<file path="src/rtl/rx_fcs_check.sv">
// Receive FCS checker/stripper: payload out 1 cycle after the byte that pushes it, verdict 1 cycle after i_last.
// No backpressure; i_valid low simply freezes all frame state.
`timescale 1ns/1ps
module rx_fcs_check #(
  parameter int MIN_FRAME = 64,
  parameter int MAX_FRAME = 1518,
  parameter int LEN_W     = 16
) (
  input  logic             i_clk,
  input  logic             i_reset,
  input  logic [7:0]       i_data,
  input  logic             i_valid,
  input  logic             i_last,
  input  logic             i_error,
  output logic [7:0]       o_data,
  output logic             o_valid,
  output logic             o_last,
  output logic             o_status_valid,
  output logic             o_fcs_ok,
  output logic             o_len_err,
  output logic             o_rx_err,
  output logic [LEN_W-1:0] o_frame_len,
  output logic [15:0]      o_bad_count
);

  localparam logic [31:0]      CRC_INIT = 32'hFFFF_FFFF;
  localparam logic [31:0]      POLY     = 32'hEDB8_8320;
  localparam logic [31:0]      RESIDUE  = 32'hDEBB_20E3;
  localparam logic [LEN_W-1:0] MIN_L    = LEN_W'(MIN_FRAME);
  localparam logic [LEN_W-1:0] MAX_L    = LEN_W'(MAX_FRAME);

  // Bit-serial form of one table step; unrolls to the usual XOR network.
  function automatic logic [31:0] crc_byte(input logic [31:0] c, input logic [7:0] d);
    logic [31:0] r;
    r = c ^ {24'h0, d};
    for (int i = 0; i < 8; i++) begin
      r = r[0] ? ((r >> 1) ^ POLY) : (r >> 1);
    end
    return r;
  endfunction

  logic [31:0]      crc;
  logic [31:0]      crc_next;
  logic [2:0]       occ;
  logic [LEN_W-1:0] len;
  logic [LEN_W-1:0] len_next;
  logic             err;
  logic             err_next;
  logic [31:0]      hold;
  logic             push;
  logic             fcs_ok_next;
  logic             len_err_next;
  logic             frame_bad;

  always_comb begin
    crc_next     = crc_byte(crc, i_data);
    len_next     = (&len) ? len : len + LEN_W'(1);
    err_next     = err | i_error;
    push         = i_valid && (occ == 3'd4);
    fcs_ok_next  = (crc_next == RESIDUE);
    len_err_next = (len_next < MIN_L) || (len_next > MAX_L);
    frame_bad    = !fcs_ok_next || len_err_next || err_next;
  end

  always_ff @(posedge i_clk) begin
    if (i_reset) begin
      crc            <= CRC_INIT;
      occ            <= 3'd0;
      len            <= '0;
      err            <= 1'b0;
      hold           <= 32'h0;
      o_data         <= 8'h00;
      o_valid        <= 1'b0;
      o_last         <= 1'b0;
      o_status_valid <= 1'b0;
      o_fcs_ok       <= 1'b0;
      o_len_err      <= 1'b0;
      o_rx_err       <= 1'b0;
      o_frame_len    <= '0;
      o_bad_count    <= 16'h0000;
    end else begin
      o_valid        <= push;
      o_last         <= push && i_last;
      o_status_valid <= i_valid && i_last;
      // hold[31:24] is the oldest byte; once four are held it is payload, not FCS
      if (push) o_data <= hold[31:24];
      if (i_valid) begin
        hold <= {hold[23:0], i_data};
        if (i_last) begin
          crc         <= CRC_INIT;
          occ         <= 3'd0;
          len         <= '0;
          err         <= 1'b0;
          o_fcs_ok    <= fcs_ok_next;
          o_len_err   <= len_err_next;
          o_rx_err    <= err_next;
          o_frame_len <= len_next;
          if (frame_bad && (o_bad_count != 16'hFFFF)) o_bad_count <= o_bad_count + 16'd1;
        end else begin
          crc <= crc_next;
          len <= len_next;
          err <= err_next;
          if (occ != 3'd4) occ <= occ + 3'd1;
        end
      end
    end
  end

endmodule

</file>
<file path="config.mk">
export PLATFORM = sky130hd
export DESIGN_NAME = rx_fcs_check
export DESIGN_NICKNAME = d
export VERILOG_FILES = /design/src/rtl/rx_fcs_check.sv
export SDC_FILE = /design/constraint.sdc
export NUM_CORES = 1
export LEC_CHECK = 0
export BUFFER_PORTS_ARGS = -buffer_cell sky130_fd_sc_hd__buf_2
export CAP_MARGIN = 20
export CORE_MARGIN = 5
export CORE_UTILIZATION = 40
export CTS_CLUSTER_SIZE = 25
export DETAILED_ROUTE_END_ITERATION = 10
export GPL_TIMING_DRIVEN = 0
export MAX_ROUTING_LAYER = met4
export PLACE_DENSITY = 0.68
export SLEW_MARGIN = 20
export SYNTH_ARGS = -nofsm -noshare
export SYNTH_HDL_FRONTEND = slang
export SYNTH_SLANG_ARGS = --single-unit
</file>
<file path="constraint.sdc">
create_clock -name i_clk -period 4.5 [get_ports i_clk]
set_input_delay 0.9 -clock i_clk [delete_from_list [all_inputs] [get_ports i_clk]]
set_output_delay 0.9 -clock i_clk [all_outputs]
set_load 0.05 [all_outputs]
</file>
==> metrics.txt, run 1 <==
critical path class=primary input to flop; leakage dissipation=3.10 nW; min-delay worst type=flop to flop; first-pass GRT wire length=28.9 mm; Async S/R FF share, synth=0%; post-synthesis cell area=6740 um^2; DRT iter0 DRCs=416; dominant cells by area after synthesis=dfxtp_1 (39%), xnor2_1 (7.4%), nand2_1 (6.0%); crit path DAT=4.23 ns; clk sink count=130; outcome=completed; postcts setup bufs=0; final setup TNS=0 ns; vias in the first global route=5578; CTS buffer count=17; Root Driver=clkbuf_16; vias=5763; Post-route DRC=0; yosys warns=0; area post-placement=7290 um^2; post-route insts no fill=1097; Final nets=882; # rows=47; fin util=47.9%; Power Dens Cells=530 nW/um^2; Required @ worst endpoint=4.81 ns; Post-synth EDFFs=0; top-area cell type share of the netlist area=38.6%; synthesis-to-finish area growth=17.5%; Port Buffers=55; sequential share of the synthesized area=38.6%; Post-Route Skew=0.00628 ns; Setup-failing EPs final=0; DIE WIDTH=140 um; Startpoint Class=primary input; Peak VDD IR=403 uV; layout cells sized above 1=14.5%; min Tclk post-route=3.91 ns; max-slew violations=0; final hold violations=0; die area=19500 um^2; MaxCap Viol Count=0; leading area contributor after synthesis=dfxtp_1; CTS tree=built; first-pass detailed-route iteration total=5; gpl congestion=0.938; Initial Util=40.8%; Routed WL=17.5 mm; ANT nets after route=0; Final Instance Area=7920 um^2; placed cells=1065; routed len/inst=15.9 um; worst-margin pin slew=0.818 ns; antenna cell count=0; Synth Register Bits=130; FF+latch area=2600 um^2; Top Ports=59; Vias/cell=5.25; CTS Hold Buffers Added=0; ys flop type=dfxtp_1; Critical Path End Type=flop; clock transition at the registers of the reported paths=0.06 ns; worst slew margin relative to its limit=45.3%; post-synth net total=808; fillers=1594; Die H=140 um; multi-input logic area=3880 um^2; Fmax=256 MHz; GR Overflow Total=0; Mean Syn Cell Area=8.53 um^2; clock latency on the worst-skew pair=0.42 ns; core area=16500 um^2; RSZ-0062 raised after global routing=no; antenna violations before repair=0; clk buf depth=2; highest net fanout along the worst path=10; post-cts sizing count=0; synth unique cells=64; Tot GR Track Use=18.7%; H-tree depth=4; HPWL after DPL=12.5 mm; Mapped Cells=790; Final period util=87.0%; largest net degree at the start of global routing=17
## flip-flops by register name, summed over array words and instances, names as in the netlist
register        flops
o_status_valid      1
o_valid             1
o_last              1
o_fcs_ok            1
o_rx_err            1
hold               32
len                16
err                 1
o_frame_len        16
crc                32
o_len_err           1
o_bad_count        16
occ                 3
o_data              8
## worst paths after layout
| kind | startpoint | end | slack [ns] | depth (start not counted) |
|---|---|---|---|---|
| worst max-delay path | i_data[2] | o_bad_count[10] | 0.59 | 11 |
| worst min-delay path | o_data[1] | o_data[1] | 0.45 | 2 |
| worst max register to register | len[0] | o_bad_count[10] | 0.79 | 13 |
| worst min register to register | o_data[1] | o_data[1] | 0.45 | 2 |
## worst max-delay path, cell delays in order
cell,delay [ns]
buf_2,0.14
xnor2_2,0.57
xnor2_1,0.38
xnor2_1,0.44
and3b_1,0.21
o221ai_1,0.18
nor4_2,0.60
and3_4,0.30
buf_8,0.14
nor4b_2,0.06
mux2_4,0.30
## synthesized netlist by cell type (10+ instances only)
master    count
dfxtp_1     130
nand2_1     107
nor2_1       99
xnor2_1      57
a21oi_1      43
clkbuf_1     37
mux2i_1      37
o21ai_0      35
nand3_1      24
nor3_1       22
xor2_1       18
nand4_1      15
a211oi_1     13
buf_1        10
## metal layers
layer	track usage (%)	part of all wire (%)	up-vias
met2	28.4	45	134
met1	24.7	48	2730
met4	4.74	1.7	0
met5	-	0	-
met3	5.25	4.9	22
li1	-	-	2877
## where the power goes
| part | total (mW) | internal, mW | switching (mW) |
|---|---|---|---|
| Combinational | 1.39 | 0.614 | 0.775 |
| Sequential | 1.34 | 1.25 | 0.0839 |
| Clock | 1.47 | 0.966 | 0.508 |
## area by class of cell
cell class	instances	share of cell area, %
buffer	51	2.69
clock buffer	22	5.99
tap	220	3.48
sequential	130	32.9
inverter	11	0.522
timing repair buffer	55	3.48
multi-input combinational	598	49.0
clock inverter	10	1.96
## stage by stage
step	power (mW)	setup WS [ns]	hold slack [ns]
floorplan	2.48	0.967	0.431
global placement	2.71	0.176	0.441
detailed placement	2.72	0.170	0.446
CTS	4.21	0.610	0.454
global route	4.42	0.353	0.468
finish	4.20	0.586	0.455
## cell usage in the layout (no fill, tap or decap), types with 10 or more instances in the layout
cell type,synthesis,final
dfxtp_1,130,130
nand2_1,107,107
nor2_1,99,99
xnor2_1,57,57
buf_2,2,57
a21oi_1,43,43
clkbuf_1,37,39
mux2i_1,37,37
o21ai_0,35,35
nand3_1,24,24
nor3_1,22,22
xor2_1,18,18
clkbuf_16,0,17
nand4_1,15,15
a211oi_1,13,13
buf_1,10,10
## kinds of logic (layout without fill, tap and decap cells)
family	after synthesis	in the layout	synth area share, %
AO/OA/AOI/OAI	126	126	11.4
XOR/XNOR	90	90	14.0
adder cells (fa/ha/maj)	5	5	0.929
buffers and inverters	62	149	3.77
flip-flops	130	130	38.6
multiplexers	50	50	8.17
AND/OR/NAND/NOR	327	327	23.1
No activity file was read; power rests on OpenSTA's default activity.
==> run 2, diff against run 1 <==
--- a/config.mk
+++ b/config.mk
@@ -7,13 +7,15 @@
 export LEC_CHECK = 0
 export BUFFER_PORTS_ARGS = -buffer_cell sky130_fd_sc_hd__buf_2
 export CAP_MARGIN = 20
+export CELL_PAD_IN_SITES_DETAIL_PLACEMENT = 1
+export CELL_PAD_IN_SITES_GLOBAL_PLACEMENT = 2
 export CORE_MARGIN = 5
-export CORE_UTILIZATION = 40
+export CORE_UTILIZATION = 37
 export CTS_CLUSTER_SIZE = 25
 export DETAILED_ROUTE_END_ITERATION = 10
 export GPL_TIMING_DRIVEN = 0
 export MAX_ROUTING_LAYER = met4
-export PLACE_DENSITY = 0.68
+export PLACE_DENSITY = 0.92
 export SLEW_MARGIN = 20
 export SYNTH_ARGS = -nofsm -noshare
 export SYNTH_HDL_FRONTEND = slang
==> run 2 against run 1 <==
  * Final area grew 0.24%
  * Final cell count is 0.73% higher
  * Combinational power about the same
  * Total power rose by 2.0%
  * Sequential share of layout area decreased by 0.078 points
  * Critical endpoint unchanged
  * Highest routed layer unchanged
  * Worst setup slack got worse by 0.12 ns
  * Hold slack about the same
  * First-iteration DRC count is 27% lower
  * Core utilization fell by 3.7 points
==> metrics.txt, run 2 (same netlist as run 1, synthesis figures left out) <==
outcome=completed; Root Driver=clkbuf_16; synthesis-to-finish area growth=17.8%; area post-placement=7300 um^2; MaxCap Viol Count=0; Post-Route Skew=0.00913 ns; post-route insts no fill=1105; gpl congestion=0.885; Post-route DRC=0; Final Instance Area=7940 um^2; Required @ worst endpoint=4.82 ns; Top Ports=59; die area=21000 um^2; Port Buffers=55; clock latency on the worst-skew pair=0.43 ns; H-tree depth=4; first-pass detailed-route iteration total=4; CTS Hold Buffers Added=0; Fmax=248 MHz; Startpoint Class=primary input; first-pass GRT wire length=33.2 mm; vias in the first global route=5989; worst slew margin relative to its limit=42.3%; postcts setup bufs=0; layout cells sized above 1=14.5%; slowest CP cell=xnor2_2; total power=4.28 mW; Routed WL=20.4 mm; DIE WIDTH=145 um; CTS tree=built; core area=18000 um^2; final setup TNS=0 ns; clk sink count=130; worst-margin pin slew=0.865 ns; Critical Path End Type=flop; vias=5876; RSZ-0062 raised after global routing=no; antenna violations before repair=0; top flop regs=crc: 32 flops, hold: 32 flops; CTS buffer count=17; GR Overflow Total=0; critical path, cell by cell=buf_2 > xnor2_2 > xnor2_1 > xor2_1 > mux2i_1 > o221ai_2 > nor4_2 > and3_4 > buf_8 > nor4b_2 > mux2_4; antenna cell count=0; Final period util=89.7%; CP peak stage delay=0.57 ns; crit path DAT=4.36 ns; HPWL after DPL=14.7 mm; min-delay worst type=flop to flop; ANT nets after route=0; # rows=49; clk buf depth=2; critical path class=primary input to flop; most frequent cells in the layout=dfxtp_1 (130), nand2_1 (107), nor2_1 (99), xnor2_1 (57), buf_2 (57); multi-input logic area=3880 um^2; post-cts sizing count=0; clock transition at the registers of the reported paths=0.06 ns; Die H=145 um; final hold violations=0; placed cells=1074; Setup-failing EPs final=0; max-slew violations=0; Vias/cell=5.32; DRT iter0 DRCs=305; fillers=2149; routed len/inst=18.4 um; leakage dissipation=3.10 nW; Power Dens Cells=540 nW/um^2; largest net degree at the start of global routing=17; highest net fanout along the worst path=10; commonest non-fill, non-tap cell in the layout=dfxtp_1; Initial Util=37.5%; min Tclk post-route=4.04 ns; Peak VDD IR=370 uV; Final nets=882; Tot GR Track Use=19.9%; FF+latch area=2600 um^2
[run 2: changes by cell type in the layout (fill, tap and decap cells not counted), sizes merged]
cell | before | now
clkinv | 5 | 3
clkinvlp | 2 | 3
[run 2: final timing paths]
path                  start               to  slack, ns  cells after the start
hold reg to reg   o_data[0]        o_data[0]       0.45                      2
hold / removal    o_data[0]        o_data[0]       0.45                      2
setup / recovery  i_data[3]  o_bad_count[10]       0.46                     11
setup reg to reg     crc[3]  o_bad_count[10]       0.70                     10
[run 2: report_power, final]
| group | switching (mW) | leakage (nW) | total (mW) | internal (mW) |
|---|---|---|---|---|
| clock | 0.538 | 0.304 | 1.52 | 0.981 |
| sequential | 0.0891 | 1.06 | 1.34 | 1.25 |
| combinational | 0.810 | 1.74 | 1.42 | 0.614 |
| total | 1.44 | 3.10 | 4.28 | 2.85 |
[run 2: per-stage QoR]
| step | util (%) | worst slack [ns] | hold WS [ns] |
|---|---|---|---|
| floorplan | - | 0.967 | 0.431 |
| global placement | 40.6 | 0.104 | 0.443 |
| detailed placement | 40.6 | 0.142 | 0.452 |
| CTS | 44.2 | 0.512 | 0.456 |
| global route | 44.2 | 0.342 | 0.473 |
| finish | 44.2 | 0.463 | 0.455 |
[run 2: final cells by class]
class | count | share of cell area, %
multi-input cells | 598 | 48.9
flip-flops and latches | 130 | 32.8
clock buffers | 22 | 6.10
well taps | 229 | 3.61
repair buffers | 55 | 3.47
plain buffers | 51 | 2.68
clock inverters | 9 | 1.92
inverters | 11 | 0.520
[run 2: worst max-delay path: cells and delay by family]
family          cells  cell delay [ns]
compound gates      1             0.14
xor+xnor            3             1.46
buf+inv             2             0.27
mux                 2             0.65
simple gates        3             0.94
[run 2: routing by layer]
| layer | global-route usage (%) | part of all wire, % | vias to the layer above |
|---|---|---|---|
| met4 | 6.50 | 1.5 | 0 |
| met3 | 4.02 | 4.1 | 23 |
| met5 | - | 0 | - |
| met2 | 31.9 | 48 | 110 |
| li1 | - | - | 2874 |
| met1 | 25.2 | 46 | 2869 |
==> run 3, diff against run 2 <==
--- a/config.mk
+++ b/config.mk
@@ -5,17 +5,18 @@
 export SDC_FILE = /design/constraint.sdc
 export NUM_CORES = 1
 export LEC_CHECK = 0
+export ABC_AREA = 1
 export BUFFER_PORTS_ARGS = -buffer_cell sky130_fd_sc_hd__buf_2
 export CAP_MARGIN = 20
 export CELL_PAD_IN_SITES_DETAIL_PLACEMENT = 1
 export CELL_PAD_IN_SITES_GLOBAL_PLACEMENT = 2
 export CORE_MARGIN = 5
-export CORE_UTILIZATION = 37
+export CORE_UTILIZATION = 33
 export CTS_CLUSTER_SIZE = 25
 export DETAILED_ROUTE_END_ITERATION = 10
 export GPL_TIMING_DRIVEN = 0
 export MAX_ROUTING_LAYER = met4
-export PLACE_DENSITY = 0.92
+export PLACE_DENSITY = 0.85
 export SLEW_MARGIN = 20
 export SYNTH_ARGS = -nofsm -noshare
 export SYNTH_HDL_FRONTEND = slang
==> run 3 against run 2 <==
  * Fmax is 21% higher
  * First-iteration DRC count down 21%
  * Worst setup slack improved by 0.71 ns
  * Hold slack got worse by 0.0056 ns
  * Clock power is 5% lower
  * Register-to-register slack better by 0.75 ns
  * Final cell count grew 29%
  * Combinational power is 63% lower
  * Highest routed layer unchanged
==> metrics.txt, run 3 <==
Worst Hold Slack=0.449 ns; RR Endpoint=o_bad_count[8]; worst-margin pin slew=0.724 ns; yosys warns=0; origin of the worst setup path=i_data[1]; WP buf/inv=4; RSZ-0062 raised after global routing=no; fin util=39.3%; post-synthesis cell area=6970 um^2; most frequent cells in the layout=nand2_1 (368), dfxtp_1 (130), nor2_1 (105), nand3_1 (72), inv_1 (69); commonest non-fill, non-tap cell in the layout=nand2_1; Worst path depth=21; Worst path top cell family by delay=simple AND/OR/NAND/NOR gates; first-pass detailed-route iteration total=4; Post-route DRC=0; critical path class=primary input to flop; count leader, synth=nand2_1; layout cells sized above 1=12.9%; Port Buffers=57; Power Dens Cells=392 nW/um^2; Post-synth EDFFs=0; final setup TNS=0 ns; R2R depth=17; Async S/R FF share, synth=0%; CP peak stage delay=0.33 ns; clock transition at the registers of the reported paths=0.06 ns; slowest CP cell=nand2_1; Critical Path End Type=flop; CTS tree=built; DRT iter0 DRCs=241; top flop regs=crc: 32 flops, hold: 32 flops; Fmax=300 MHz; total power=3.21 mW; post-cts sizing count=0; r2r setup slk=1.45 ns; min-delay worst type=flop to flop; Final nets=1156; core area=20900 um^2; synth unique cells=39; gpl congestion=0.857; Final period util=74.0%; highest net fanout along the worst path=10; HPWL after DPL=17.6 mm; die area=24100 um^2; final hold violations=0; ys flop type=dfxtp_1; GR Overflow Total=0; Startpoint Class=primary input; Vias/cell=4.95; Synth top cells by count=nand2_1 (368), dfxtp_1 (130), nor2_1 (105), nand3_1 (72), inv_1 (69); top-area cell type share of the netlist area=37.4%; clk sink count=130; CP Capture Point=o_bad_count[8]; postcts setup bufs=0; clock latency on the worst-skew pair=0.43 ns; leakage dissipation=3.83 nW; clk buf depth=2; worst slew margin relative to its limit=51.5%; routed len/inst=16.4 um; Post-Route Skew=0.0146 ns; ANT nets after route=0; Required @ worst endpoint=4.85 ns; max-slew violations=0; DIE WIDTH=155 um; Top cell by count, worst path=nand2_1; Initial Util=33.4%; Tot GR Track Use=20.5%; post-synth net total=1080; Setup-failing EPs final=0; Routed WL=23.3 mm; Synth Register Bits=130; CTS buffer count=17; Die H=155 um; antenna violations before repair=1; worst slack at placement=0.750 ns; largest net degree at the start of global routing=17; vias in the first global route=7338; sequential share of the synthesized area=37.4%; dominant cells by area after synthesis=dfxtp_1 (37%), nand2_1 (20%), nor2_1 (5.7%); Root Driver=clkbuf_16; Mapped Cells=1062; Top Ports=59; Crit Reg-Reg Startpoint=crc[4]; Worst Slack Setup Final=1.17 ns; synthesis-to-finish area growth=17.7%; CTS Hold Buffers Added=0; vias=7051; critical path, cell by cell=buf_2 > inv_1 > nand2_1 > nand2_1 > nand2_1 > nand2_1 > buf_4 > ha_1 > nand3_1 > nor2_1 > nand2_1 > nor2_1 > nand2_1 > nor2_1 > nand2_1 > nor2_2 > nand3_4 > nand3_4 > buf_8 > nand2_2 > a21oi_2; H-tree depth=4; outcome=completed; # rows=53; Mean Syn Cell Area=6.56 um^2; MaxCap Viol Count=0; crit path DAT=3.68 ns; Peak VDD IR=278 uV; leading area contributor after synthesis=dfxtp_1; min Tclk post-route=3.33 ns; first-pass GRT wire length=38.4 mm
## run 3: changes by cell type in the layout (fill, tap and decap cells not counted), moves of 10 or more
cell / before / now
a21oi_2: 0 / 10
nand2_1: 107 / 368
inv_1: 9 / 69
a21oi_1: 43 / 65
nor3_1: 22 / 5
a211oi_1: 13 / 0
o21ai_0: 35 / 63
nand2_2: 0 / 24
xnor2_1: 57 / 10
mux2i_1: 37 / 0
nand3_1: 24 / 72
## run 3: worst min path at each step
stage                          end  cells after the start  slack, ns            from
finish              o_frame_len[2]                      2       0.45  o_frame_len[2]
global route        o_frame_len[2]                      2       0.48  o_frame_len[2]
CTS                 o_frame_len[6]                      2       0.46  o_frame_len[6]
detailed placement  o_frame_len[6]                      2       0.44  o_frame_len[6]
global placement    o_frame_len[2]                      2       0.44  o_frame_len[2]
floorplan                 hold[10]                      2       0.45         hold[2]
## run 3: worst register-to-register path: stages (launching register included)
cell,delay [ns]
dfxtp_1,0.40
inv_2,0.06
nand2_1,0.05
nand2_1,0.25
nand2_2,0.21
nand2_2,0.15
nand2_1,0.10
nand2_1,0.14
xnor2_1,0.33
nand3_1,0.12
nor2_1,0.12
nand2_1,0.08
nor2_2,0.27
nand3_4,0.19
nand3_4,0.14
buf_8,0.17
nand2_2,0.06
a21oi_2,0.13
## run 3: area by class of cell
type | count | area (um^2)
fillers | 2779 | 12700
multi-input cells | 814 | 3890
flip-flops and latches | 130 | 2600
clock buffers | 21 | 470
well taps | 275 | 344
inverters | 79 | 297
repair buffers | 57 | 285
plain buffers | 39 | 175
clock inverters | 9 | 130
diodes | 1 | 2.50
## run 3: metrics by stage
stage / std cells / area [um^2]
floorplan: 1062 / 6970
global placement: 1394 / 7600
finish: 1425 / 8200
detailed placement: 1394 / 7600
global route: 1425 / 8200
CTS: 1424 / 8200
## run 3: routing by layer
layer  routed length [um]  track usage, %  part of all wire (%)  vias to the layer above
li1                     -               -                     -                     3574
met1                11700            27.1                    50                     3366
met2                10800            32.7                    46                       95
met3                  613            3.53                   2.6                       16
met4                  275            5.21                   1.2                        0
met5                    0               -                     0                        -
## run 3: kinds of logic after synthesis
| group | count (synthesis) | share of synthesized area (%) |
|---|---|---|
| fa+ha+maj | 5 | 0.898 |
| simple gates | 618 | 37.9 |
| flops | 130 | 37.4 |
| compound gates | 154 | 12.3 |
| xor+xnor | 37 | 4.76 |
| buf+inv | 118 | 6.77 |
## run 3: report_power, final
part	total (mW)	switching, mW	internal (mW)
combinational	0.532	0.382	0.151
sequential	1.24	0.0336	1.20
clock	1.45	0.536	0.909
total	3.21	0.951	2.26
